### src/rtl/mux_scan_pkg.sv
// Shared constants and helpers for the mux_scan scanner.
// Select width derivation and mode encodings live here so every file agrees.
package mux_scan_pkg;

    localparam logic MODE_MANUAL = 1'b0;
    localparam logic MODE_AUTO   = 1'b1;

    function automatic int clog2(input int n);
        int r;
        int v;
        r = 0;
        v = n - 1;
        while (v > 0) begin
            r = r + 1;
            v = v >> 1;
        end
        return r;
    endfunction

    // Select/channel-index width; never narrower than one bit.
    function automatic int sw_of(input int nch);
        return (clog2(nch) < 1) ? 1 : clog2(nch);
    endfunction

endpackage

### src/rtl/mux_scan_if.sv
// Bus bundle for mux_scan: control, select, packed channel data and the sampled outputs.
// The master side drives controls and data; the slave (the scanner) returns Q/QCH/SOF.
interface mux_scan_if
    import mux_scan_pkg::*;
#(
    parameter int NCH = 4,
    parameter int W   = 1,
    parameter int DW  = 8
);
    localparam int SW = sw_of(NCH);

    logic             CE;
    logic             MODE;
    logic [SW-1:0]    S;
    logic [DW-1:0]    DWELL;
    logic [NCH*W-1:0] D;
    logic [W-1:0]     Q;
    logic [SW-1:0]    QCH;
    logic             SOF;

    modport master (
        output CE, MODE, S, DWELL, D,
        input  Q, QCH, SOF
    );

    modport slave (
        input  CE, MODE, S, DWELL, D,
        output Q, QCH, SOF
    );

endinterface

### src/rtl/mux_scan_ctr.sv
// Channel/dwell sequencer for mux_scan: produces the live select and the start-of-frame decision.
// In manual mode the counter tracks S so a later switch to auto starts from the last selection.
module mux_scan_ctr
    import mux_scan_pkg::*;
#(
    parameter int NCH = 4,
    parameter int DW  = 8,
    parameter int SW  = sw_of(NCH)
) (
    input  logic          i_clk,
    input  logic          i_rst,
    input  logic          i_ce,
    input  logic          i_mode,
    input  logic [SW-1:0] i_s,
    input  logic [DW-1:0] i_dwell,
    output logic [SW-1:0] o_sel,
    output logic          o_sof_next
);

    logic [SW-1:0] r_ch;
    logic [DW-1:0] r_dc;

    always_comb begin
        o_sel      = (i_mode == MODE_AUTO) ? r_ch : i_s;
        o_sof_next = (i_mode == MODE_AUTO) && (r_ch == '0) && (r_dc == '0);
    end

    always_ff @(posedge i_clk) begin
        if (i_rst) begin
            r_ch <= '0;
            r_dc <= '0;
        end else if (i_ce) begin
            if (i_mode == MODE_MANUAL) begin
                r_ch <= i_s;
                r_dc <= '0;
            end else if (r_dc == i_dwell) begin
                r_dc <= '0;
                // Out-of-range channels (from a manual select) also wrap to 0.
                if (int'(r_ch) >= NCH - 1)
                    r_ch <= '0;
                else
                    r_ch <= r_ch + SW'(1);
            end else begin
                r_dc <= r_dc + DW'(1);
            end
        end
    end

endmodule

### src/rtl/mux_scan.sv
// Multiplexer with manual select or timed auto-scan over NCH channels, registered output.
// Define MUX_SCAN_PIPE_EN to add a second output register stage (latency 2 enabled cycles).
module mux_scan
    import mux_scan_pkg::*;
#(
    parameter int NCH = 4,
    parameter int W   = 1,
    parameter int DW  = 8
) (
    input  logic      CLK,
    input  logic      RST,
    mux_scan_if.slave bus
);

    localparam int SW = sw_of(NCH);

    logic [SW-1:0] w_sel;
    logic          w_sof_next;
    logic [W-1:0]  w_chan [NCH];
    logic [W-1:0]  w_q_next;

    logic [W-1:0]  r_q;
    logic [SW-1:0] r_qch;
    logic          r_sof;

    mux_scan_ctr #(
        .NCH (NCH),
        .DW  (DW),
        .SW  (SW)
    ) u_ctr (
        .i_clk      (CLK),
        .i_rst      (RST),
        .i_ce       (bus.CE),
        .i_mode     (bus.MODE),
        .i_s        (bus.S),
        .i_dwell    (bus.DWELL),
        .o_sel      (w_sel),
        .o_sof_next (w_sof_next)
    );

    generate
        for (genvar gi = 0; gi < NCH; gi++) begin : g_chan
            assign w_chan[gi] = bus.D[gi*W +: W];
        end
    endgenerate

    // A select with no matching channel leaves the sample at zero.
    always_comb begin
        w_q_next = '0;
        for (int k = 0; k < NCH; k++) begin
            if (w_sel == SW'(k))
                w_q_next = w_chan[k];
        end
    end

    always_ff @(posedge CLK) begin
        if (RST) begin
            r_q   <= '0;
            r_qch <= '0;
            r_sof <= 1'b0;
        end else if (bus.CE) begin
            r_q   <= w_q_next;
            r_qch <= w_sel;
            r_sof <= w_sof_next;
        end
    end

`ifdef MUX_SCAN_PIPE_EN
    logic [W-1:0]  r_q2;
    logic [SW-1:0] r_qch2;
    logic          r_sof2;

    always_ff @(posedge CLK) begin
        if (RST) begin
            r_q2   <= '0;
            r_qch2 <= '0;
            r_sof2 <= 1'b0;
        end else if (bus.CE) begin
            r_q2   <= r_q;
            r_qch2 <= r_qch;
            r_sof2 <= r_sof;
        end
    end

    assign bus.Q   = r_q2;
    assign bus.QCH = r_qch2;
    assign bus.SOF = r_sof2;
`else
    assign bus.Q   = r_q;
    assign bus.QCH = r_qch;
    assign bus.SOF = r_sof;
`endif

endmodule
### src/flat_wrapper.sv
// flat-port wrapper written by rule: the top's interface ports become plain ports
module mux_scan_flat import mux_scan_pkg::*;
#(
    parameter int NCH = 4,
    parameter int W   = 1,
    parameter int DW  = 8
)
  (CLK, RST, bus_CE, bus_MODE, bus_S, bus_DWELL, bus_D, bus_Q, bus_QCH, bus_SOF);
  mux_scan_if #(.NCH(NCH), .W(W), .DW(DW)) bus_i ();
  input  logic CLK;
  input  logic RST;
  input wire logic [$bits(bus_i.CE)-1:0] bus_CE;
  input wire logic [$bits(bus_i.MODE)-1:0] bus_MODE;
  input wire logic [$bits(bus_i.S)-1:0] bus_S;
  input wire logic [$bits(bus_i.DWELL)-1:0] bus_DWELL;
  input wire logic [$bits(bus_i.D)-1:0] bus_D;
  output wire logic [$bits(bus_i.Q)-1:0] bus_Q;
  output wire logic [$bits(bus_i.QCH)-1:0] bus_QCH;
  output wire logic [$bits(bus_i.SOF)-1:0] bus_SOF;
  assign bus_i.CE = bus_CE;
  assign bus_i.MODE = bus_MODE;
  assign bus_i.S = bus_S;
  assign bus_i.DWELL = bus_DWELL;
  assign bus_i.D = bus_D;
  assign bus_Q = bus_i.Q;
  assign bus_QCH = bus_i.QCH;
  assign bus_SOF = bus_i.SOF;
  mux_scan #(.NCH(NCH), .W(W), .DW(DW)) u_core (.CLK(CLK), .RST(RST), .bus(bus_i));
endmodule
### config.mk
export PLATFORM = sky130hd
export DESIGN_NAME = mux_scan_flat
export DESIGN_NICKNAME = d
export VERILOG_FILES = /design/src/rtl/mux_scan_pkg.sv /design/src/rtl/mux_scan_if.sv /design/src/rtl/mux_scan_ctr.sv /design/src/rtl/mux_scan.sv /design/src/flat_wrapper.sv
export SDC_FILE = /design/constraint.sdc
export NUM_CORES = 1
export LEC_CHECK = 0
export ABC_AREA = 1
export CAP_MARGIN = 0
export CORE_MARGIN = 1.5
export CORE_UTILIZATION = 51
export DETAILED_ROUTE_END_ITERATION = 12
export PLACE_DENSITY = 0.78
export SLEW_MARGIN = 30
export SYNTH_ARGS = -nofsm -noshare
export SYNTH_HDL_FRONTEND = slang
export SYNTH_SLANG_ARGS = --single-unit
### constraint.sdc
create_clock -name CLK -period 2.23 [get_ports CLK]
set_input_delay 0.5575 -clock CLK [delete_from_list [all_inputs] [get_ports CLK]]
set_output_delay 0.5575 -clock CLK [all_outputs]
set_load 0.005 [all_outputs]
# Yosys cells after proc, flatten, opt, wreduce, memory -nomap -nowiden

Cells that the tools add are included.

Flip-flop bits (word level): 14
Logic and storage cells: 29

Add/sub/neg operators: 2
$lt $le $gt $ge: 1
Eq/ne operators: 5
Muxes and demuxes: 10
Reductions and logical operators: 6

Operators with widths:

| operator            | count |
|---|---|
| $mux 8              | 2 |
| $add 8x1->8 const B | 1 |
| $eq 8x8->1          | 1 |
| $logic_not 8->1     | 1 |
| $mux 2              | 4 |
| $eq 2x2->1 const B  | 2 |
| $logic_not 2->1     | 2 |
| $mux 1              | 4 |
| $add 2x1->2 const B | 1 |
| $eq 2x1->1 const B  | 1 |
| $ge 2x2->1 const B  | 1 |
| $logic_and 1x1->1   | 2 |
| $ne 2x1->1 const B  | 1 |
| $reduce_and 2->1    | 1 |

# Longest topological paths before layout

Word-level depth: 6
Depth in mapped cells: 10
Mapped depth without buffers: 10

# Hierarchy

Synthesis repeated with hierarchy kept, for this count alone.

Cells, all modules: 131
Area, all modules: 887.1 um2

Modules (own cells, without submodules):

| module       | instances | cells an instance | area an instance (um2) |
|---|---|---|---|
| mux_scan_ctr | 1         | 108               | 723.2 |
| mux_scan     | 1         | 23                | 163.9 |

# Least setup slack after synthesis

Ideal clock, no wire load.

Path kind: input to register
From: input port bus_CE
To: register u_core.u_ctr.r_dc[7]
Arrival: 1.287 ns
Data required time: 2.116 ns
Setup slack: 0.828 ns
Stages: 7
Buffers on the path: 1
Cell sequence: buf_6 inv_4 nor3_4 nand3_2 nor2_2 xor2_1 nor2_1

RTL lines:

| what                 | line               | text |
|---|---|---|
| start, declared      | flat_wrapper.sv:12 | `input wire logic [$bits(bus_i.CE)-1:0] bus_CE;` |
| end signal, assigned | mux_scan_ctr.sv:44 | `r_dc <= r_dc + DW'(1);` |
| end, declared        | mux_scan_ctr.sv:21 | `logic [DW-1:0] r_dc;` |

# Worst setup path after layout

From: register u_core.r_q (netlist: u_core.bus.Q)
To: output port bus_Q

RTL lines:

| what                   | line               | text |
|---|---|---|
| start, declared        | mux_scan.sv:22     | `logic [W-1:0] r_q;` |
| start signal, assigned | mux_scan.sv:62     | `r_q <= w_q_next;` |
| end, declared          | flat_wrapper.sv:17 | `output wire logic [$bits(bus_i.Q)-1:0] bus_Q;` |

No word-level cell between the ends.

==> results.ini <==
[status]
status = finished clean

[critical_path]
start_kind = register
cp_num_buf_inv = 1
cp.required_ns = 1.67
cp.depth = 1
path_delay_family = buffers and inverters
crit_chain = clkdlybuf4s50_1
critical_path.slowest_cell = clkdlybuf4s50_1
critPathKind = register to output port
worst-r2r-cell-count = 10
end_kind = output port
path_max_fanout = 2
cpPeakStageDelay_ns = 0.51
crit_arrival_ns = 1.13

[grt]
grt_pass1_wl_um = 3240
grt_max_degree = 17
grt_usage_pct = 22.0
grt_pass1_vias = 822
grt_overflow = 0
antenna_found_initial = 0

[yosys]
synthTopCellsByArea = dfxtp_1 32%, nand2_1 15%, inv_1 7.6%
syn-cell-area_um2 = 888
yosys_register_bits = 14
syn_inst = 131
synth.top_cell.area_share_pct = 31.5
ys_warn_count = 0
syn-num-nets = 152
yosys.area.top_type = dfxtp_1
syn_avg_cell_area_um2 = 6.78
synth_seq_area_share_pct = 31.5
synth.distinct_cells = 26

[hold_path]
hold_depth = 2
hold_path.class = register to register

[pwr]
ir_worst_vdd_uv = 350
p_per_area_nw_per_um2 = 501
p_total_mw = 0.575
power_leakage_nw = 0.520

[clock_network]
cts_tree = done
cts_buffers = 3
clk_path_buf_depth = 2
postCtsResizedCells = 0
cts_setup_buffers = 0
clock_latency_ns = 0.28
postCtsHoldBufs = 0
path_clk_slew_ns = 0.09
root_buffer = clkbuf_4
htreeDepth = 1
clkSinkCount = 14

[timing]
setup_tns_ns = 0
finalHoldViolCount = 0
max_freq_mhz = 592
final.setup_skew_ns = 0.00434
tightest_slew_ns = 0.311
relSlewSlack_pct = 79.2
period_needed_ns = 1.69
fin_crit_sh_pct = 75.7
rsz0062_at_grt = false
setup_violations = 0
drv_slew = 0

[placed_design]
dp_hpwl_um = 1460
gp_congestion = 0.769
port-buffer-count = 21
dp.cells = 167

[detailed_routing]
antenna_left = 0
dr.pass1.iters = 4
wirelength_um = 1780
drt_iter0_drc = 4
viasPerCell = 5.13
wl_per_cell_um = 10.4
drc = 0
via_count = 878

[floorplan]
dieHeight_um = 44.7
ioPinCount = 22
core-area_um2 = 1560
rows = 14
die_area_um2 = 2000
die_w_um = 44.7
start_util_pct = 57.0

[cells_and_area]
nets = 177
layout-drive-gt1-share_pct = 11.6
syn_to_final_growth_pct = 29.2
fillers = 147
insertedDiodeCount = 0
stdcell_count = 171

[flow_run]
maxCapViolCount = 0

==> registers in the layout (all words and copies together) (netlist names) <==
signal / cells
u_core.bus.Q: 1
u_core.bus.SOF: 1
u_core.u_ctr.r_dc: 8
u_core.bus.QCH: 2
u_core.u_ctr.r_ch: 2
==> worst paths after layout <==
path / start / end / slack, ns
worst min-delay path: u_core.bus.Q / u_core.bus.Q / 0.47
worst max register to register: u_core.u_ctr.r_dc[0] / u_core.u_ctr.r_dc[5] / 0.90
worst max-delay path: u_core.bus.Q / bus_Q / 0.54
worst min register to register: u_core.bus.Q / u_core.bus.Q / 0.47
==> power by group <==
| group | total (mW) | switching, mW | internal, mW |
|---|---|---|---|
| Clock | 0.187 | 0.0878 | 0.0994 |
| Sequential | 0.269 | 0.00818 | 0.261 |
| Combinational | 0.118 | 0.0547 | 0.0636 |
==> cell type report <==
class                           instances  area, µm²  share of cell area (%)
Sequential cell                        14        280                    24.4
Multi-Input combinational cell         94        512                    44.6
Tap cell                               16       20.0                    1.74
Timing Repair Buffer                   22        218                    19.0
Clock buffer                            4       36.3                    3.16
Inverter                               21       81.3                    7.09
==> Yosys cell counts <==
cell type  instances
and3_1             1
nand2_4            2
dfxtp_1           14
inv_1             18
inv_4              1
clkbuf_1           1
ha_1               3
nand3_1            8
nand2_1           35
nand2_2            2
nand3_2            1
o221ai_1           1
xnor2_1            4
a21oi_1            8
nor2_1            13
o21ai_0            3
nor2_2             1
nor3_4             1
buf_6              1
or2_2              2
nor4_1             1
o211ai_1           2
xor2_1             3
inv_2              2
o21ai_2            1
nand4_1            2
==> metrics by stage <==
step / hold slack [ns] / setup WS, ns / utilization [%] / area [µm²]
finish: 0.475 / 0.542 / 73.6 / 1150
global route: 0.527 / 0.487 / 73.6 / 1150
CTS: 0.481 / 0.525 / 73.6 / 1150
detailed placement: 0.465 / 0.311 / 71.3 / 1110
global placement: 0.462 / 0.346 / 71.3 / 1110
floorplan: 0.454 / 0.828 / - / 888
==> per-layer routing <==
| metal | GRT usage (%) | part of all wire [%] | vias to the layer above |
|---|---|---|---|
| li1 | - | - | 458 |
| met1 | 28.6 | 49 | 400 |
| met2 | 35.9 | 45 | 18 |
| met3 | 6.00 | 4.9 | 2 |
| met4 | 5.45 | 0.51 | 0 |
| met5 | 0 | 0 | - |
==> cells by family (layout without fill, tap and decap cells) <==
logic type,Yosys count,after routing,share of synthesized area [%]
AO/OA/AOI/OAI,15,15,9.86
AND/OR/NAND/NOR,69,69,36.6
XOR/XNOR,7,7,6.90
flip-flops,14,14,31.5
buffers and inverters,23,47,10.8
adder cells (fa/ha/maj),3,3,4.23
==> layout by cell type (no fill, tap or decap), drive strengths merged <==
cell type,netlist,layout
ha,3,3
a21oi,8,8
o221ai,1,1
nand2,39,39
nor3,1,1
xnor2,4,4
o211ai,2,2
and3,1,1
inv,21,21
nor2,14,14
xor2,3,3
dfxtp,14,14
clkdlybuf4s50,0,21
nand3,9,9
buf,1,1
nor4,1,1
o21ai,4,4
or2,2,2
nand4,2,2
clkbuf,1,4
No activity file was read; power rests on OpenSTA's default activity.
==> RTL change 1, RTL diff (config.mk and constraints unchanged) <==
`DW` is set to 8 in 4 places; all go to 7.
--- a/src/rtl/mux_scan_if.sv
+++ b/src/rtl/mux_scan_if.sv
@@ -5,7 +5,7 @@
 #(
     parameter int NCH = 4,
     parameter int W   = 1,
-    parameter int DW  = 8
+    parameter int DW  = 7
 );
     localparam int SW = sw_of(NCH);
 
--- a/src/rtl/mux_scan_ctr.sv
+++ b/src/rtl/mux_scan_ctr.sv
@@ -4,7 +4,7 @@
     import mux_scan_pkg::*;
 #(
     parameter int NCH = 4,
-    parameter int DW  = 8,
+    parameter int DW  = 7,
     parameter int SW  = sw_of(NCH)
 ) (
     input  logic          i_clk,
--- a/src/rtl/mux_scan.sv
+++ b/src/rtl/mux_scan.sv
@@ -5,7 +5,7 @@
 #(
     parameter int NCH = 4,
     parameter int W   = 1,
-    parameter int DW  = 8
+    parameter int DW  = 7
 ) (
     input  logic      CLK,
     input  logic      RST,
--- a/src/flat_wrapper.sv
+++ b/src/flat_wrapper.sv
@@ -3,7 +3,7 @@
 #(
     parameter int NCH = 4,
     parameter int W   = 1,
-    parameter int DW  = 8
+    parameter int DW  = 7
 )
   (CLK, RST, bus_CE, bus_MODE, bus_S, bus_DWELL, bus_D, bus_Q, bus_QCH, bus_SOF);
   mux_scan_if #(.NCH(NCH), .W(W), .DW(DW)) bus_i ();
Interface: changed (resized bus_DWELL); port bits go from 22 to 21. The function was not compared with the original's and may differ.
==> RTL change 1 against the original RTL <==
Maximum frequency about the same; routed wire length fell by 6.1%; power is 10% lower; design area fell by 10%; synthesized area is 12% lower; sequential cell count decreased by 1; sequential share of layout area is 0.85 points higher; register-to-register slack improved by 0.05 ns; setup slack worse by 0.0015 ns; clock power shrank 18%; combinational power shrank 5%; critical path type unchanged; critical endpoint is now bus_SOF; highest routed layer unchanged.
==> RTL change 1: results (changes against the original RTL) <==
The number of flip-flops under the largest register name was 7 (was 8); the total number of multi-input combinational cells was 84 (was 94). Endpoint of the most critical register-to-register path: u_core.u_ctr.r_dc[6] (was u_core.u_ctr.r_dc[5]). The area taken by multi-input logic gates was 445 um2 (was 512 um2). The clock group power came out at 0.154 mW (was 0.187 mW). The headroom to the max-slew limit was 82.5% (was 79.2%). Number of design-rule violations left by the first detailed-router iteration: 18 (was 4). Start point of the critical path: u_core.bus.SOF (was u_core.bus.Q). The logs give 162 (was 177) for the post-layout net count and 35.3% (was 35.9%) for the met2 layer usage reported by global route. The tools report the via total after detailed routing as 788 (was 878). Non-clock buffer contribution to total cell area: 20.2% (was 19.0%). The count of plain and timing-repair buffers was 21 (was 22); the smallest hold slack was 0.505 ns (was 0.475 ns). The start point of the worst hold path was u_core.bus.QCH[1] (was u_core.bus.Q).

The leakage power figure was 0.488 nW (was 0.520 nW). The tools report the capture point of the critical path as bus_SOF (was bus_Q). For the post-synthesis net count, the log shows 137 (was 152). The run finished with clean final reports.

The run gives 5.17% (was 6.00%) as the met3 capacity usage during global routing. The run gives 0.00187 ns (was 0.00434 ns) as the worst setup skew after layout. Synth top cells by count: 37 x nand2_1, 17 x inv_1, 14 x nor2_1, 13 x dfxtp_1 (was 35 x nand2_1, 18 x inv_1, 14 x dfxtp_1, 13 x nor2_1). The share of total power in combinational logic came out at 21.7% (was 20.6%).

The switching share of power came out at 28.0% (was 26.2%). The run gives 1.67 mm (was 1.78 mm) as the aggregate routed wire length. For the maximum number of pins on one net before global-route repair, the log shows 11 (was 17). For the final RePlAce weighted congestion, the log shows 0.756 (was 0.769). Dominant cells by area after synthesis: dfxtp_1 33%, nand2_1 18%, inv_1 8.2%, nor2_1 6.7%, xor2_1 5.6% (was dfxtp_1 32%, nand2_1 15%, inv_1 7.6%, nor2_1 5.5%, a21oi_1 4.5%). The total global-route track usage is 21.9% (was 22.0%), and the unique cell type count in the Yosys netlist is 22 (was 26).

Share of final layout cell area taken by clock buffers and inverters: 2.55% (was 3.16%).
[RTL change 1: cell types whose count changed after synthesis, sizes merged, moves of 2 or more]
cell   delta
a21oi     -4
nand3     -7
or2       -2
inv       -2
xor2      +2
o21ai     +2
xnor2     -2
[RTL change 1: logic make-up after synthesis]
family / after synthesis / synth area share [%]
AO/OA/AOI/OAI: 12 / 8.80
XOR/XNOR: 7 / 7.84
adder cells (fa/ha/maj): 3 / 4.80
buffers and inverters: 20 / 9.76
flip-flops: 13 / 33.3
AND/OR/NAND/NOR: 62 / 35.5
[RTL change 1: per-stage QoR]
step / std cells / area (um2) / worst slack [ns]
after floorplan: 117 / 782 / 1.00
final: 156 / 1030 / 0.540
after CTS: 156 / 1030 / 0.529
after global placement: 152 / 1000 / 0.374
after global routing: 156 / 1030 / 0.489
after detailed placement: 152 / 1000 / 0.320
[RTL change 1: layer usage]
layer | vias up | routed length [um]
met5 | - | 0
met4 | 0 | 25
met3 | 4 | 55
met2 | 14 | 783
met1 | 358 | 807
li1 | 412 | -
==> RTL change 2, RTL diff (same flow settings) <==
Without the edit above. Build with the macro `MUX_SCAN_PIPE_EN` defined.
--- a/src/rtl/mux_scan.sv
+++ b/src/rtl/mux_scan.sv
@@ -1,5 +1,7 @@
 // Multiplexer with manual select or timed auto-scan over NCH channels, registered output.
 // Define MUX_SCAN_PIPE_EN to add a second output register stage (latency 2 enabled cycles).
+`define MUX_SCAN_PIPE_EN
+
 module mux_scan
     import mux_scan_pkg::*;
 #(
Formal check against the unedited RTL: not equivalent (a bounded check fails within 4 cycles, from zero or initial values and one cycle with RST high).
==> RTL change 2 against the original RTL <==
Register-to-register slack lost 0.02 ns; design area grew 10%; setup slack lost 0.0075 ns; synthesized area grew 10%; routed wire length grew 20%; cell count grew 13%; die area grew 9.4%; power grew 17%; sequential power grew 28%; sequential cell count grew 4; critical path type unchanged; critical endpoint is now bus_QCH[0]; largest cell class unchanged.
==> RTL change 2: results (changes against the original RTL) <==
The maximum number of pins on one net before global-route repair came out at 12 (was 17). The via total after detailed routing is 948 (was 878), and the synthesized area per cell is 6.79 um2 (was 6.78 um2). The maximum ir drop on the vdd rail was 377 uV (was 350 uV); the via density per instance was 4.89 (was 5.13).

Switching component of the power: 0.175 mW (was 0.151 mW). The logs give 191 (was 177) for the post-layout net count and 22 (was 26) for the unique cell type count in the Yosys netlist. The type of the worst min-delay path was reg2reg (unchanged).

Synth top cells by count: 43 x nand2_1, 19 x inv_1, 18 x dfxtp_1, 16 x nor2_1, 10 x o21ai_0 (was 35 x nand2_1, 18 x inv_1, 14 x dfxtp_1, 13 x nor2_1). Dominant cells by area after synthesis: dfxtp_1 37%, nand2_1 16%, inv_1 7.3%, nor2_1 6.1%, o21ai_0 5.1% (was dfxtp_1 32%, nand2_1 15%, inv_1 7.6%, nor2_1 5.5%, a21oi_1 4.5%). The ratio of cells with drive above 1 in the final layout is 8.28% (was 11.6%). The worst setup skew after layout was 0.00369 ns (was 0.00434 ns).

For the total global-route track usage, the log shows 23.3% (was 22.0%). The aggregate routed wire length is 2.13 mm (was 1.78 mm). The minimum setup slack in the final design is 0.534 ns (was 0.542 ns).

Worst flop-to-flop path startpoint: u_core.u_ctr.r_dc[6] (was u_core.u_ctr.r_dc[0]). Filler cell count in the final layout: 154 (was 147). The headroom to the max-slew limit came out at 75.6% (was 79.2%). The tools report the start point of the critical path as u_core.bus.QCH[0] (was u_core.bus.Q). Worst slack at placement: 0.297 ns (was 0.311 ns). The flow ran to the end, and the final reports show no timing, DRC or antenna violations.

The leakage power figure was 0.566 nW (was 0.520 nW). For the sequential element share of the synthesized area, the log shows 36.8% (was 31.5%). The length in cells of the worst reg-to-reg path is 8 (was 10). For the final RePlAce weighted congestion, the log shows 0.792 (was 0.769). Start point of the worst hold path: u_core.r_qch[0] (was u_core.bus.Q). The run gives 0.30 ns (was 0.28 ns) as the clock latency on the worst-skew pair. The clock input transition at the sequential cells of the worst setup and hold paths came out at 0.11 ns (was 0.09 ns). The wire length of the first global-routing pass came out at 3.57 mm (was 3.24 mm). The tools report the placed wire-length estimate after detailed placement as 1.61 mm (was 1.46 mm).
RTL change 2: cell types whose count changed in the layout (fill, tap and decap cells not counted), sizes merged, moves of 3 or more:
cell,before,now
nand2,39,45
o21ai,4,10
dfxtp,14,18
nand3,9,5
nor2,14,17
RTL change 2: per-layer routing:
| metal | up-vias | global-route usage (%) | part of all wire, % |
|---|---|---|---|
| met5 | - | 0 | 0 |
| met4 | 0 | 13.3 | 2.1 |
| met3 | 4 | 4.62 | 4.1 |
| met2 | 20 | 39.5 | 47 |
| met1 | 429 | 27.4 | 47 |
| li1 | 495 | - | - |
RTL change 2: layout make-up:
class                   instances  share of cell area (%)
repair buffers                 23                    17.8
multi-input cells             103                    42.1
well taps                      25                    2.48
clock buffers                   4                    2.87
inverters                      21                    6.24
flip-flops and latches         18                    28.5
RTL change 2: path summary, 6_finish.rpt:
path / to / slack (ns)
setup / recovery: bus_QCH[0] / 0.53
hold / removal: u_core.bus.QCH[0] / 0.47
setup reg to reg: u_core.u_ctr.r_dc[2] / 0.88
hold reg to reg: u_core.bus.QCH[0] / 0.47
RTL change 2: worst register-to-register path, delay by kind of cell, from the launching register on:
kind	cells	cell delay, ns
and+or+nand+nor	7	0.66
xor gates and xnor gates	1	0.14
DFF	1	0.45
RTL change 2: power groups by stage:
stage | sequential (mW) | clock (mW) | combinational (mW)
after detailed placement | 0.351 | 0 | 0.124
after CTS | 0.344 | 0.212 | 0.125
after global routing | 0.346 | 0.224 | 0.142
final | 0.344 | 0.205 | 0.125
after floorplan | 0.350 | 0 | 0.0641
after global placement | 0.351 | 0 | 0.120
RTL change 2: logic make-up after synthesis:
logic type,after synthesis,share of synthesized area [%]
flops,18,36.8
simple gates,72,32.9
compound gates,20,10.5
buf+inv,23,8.82
fa+ha+maj,3,3.84
xor+xnor,8,7.16
RTL change 2: per-stage QoR:
step	area (um2)	power (mW)	hold slack (ns)	util (%)
3_5_place_dp	1230	0.475	0.451	69.6
3_3_place_gp	1230	0.471	0.443	69.6
4_1_cts	1260	0.680	0.469	71.6
5_1_grt	1260	0.711	0.512	71.6
2_1_floorplan	978	0.415	0.434	-
6_report	1260	0.674	0.471	71.6
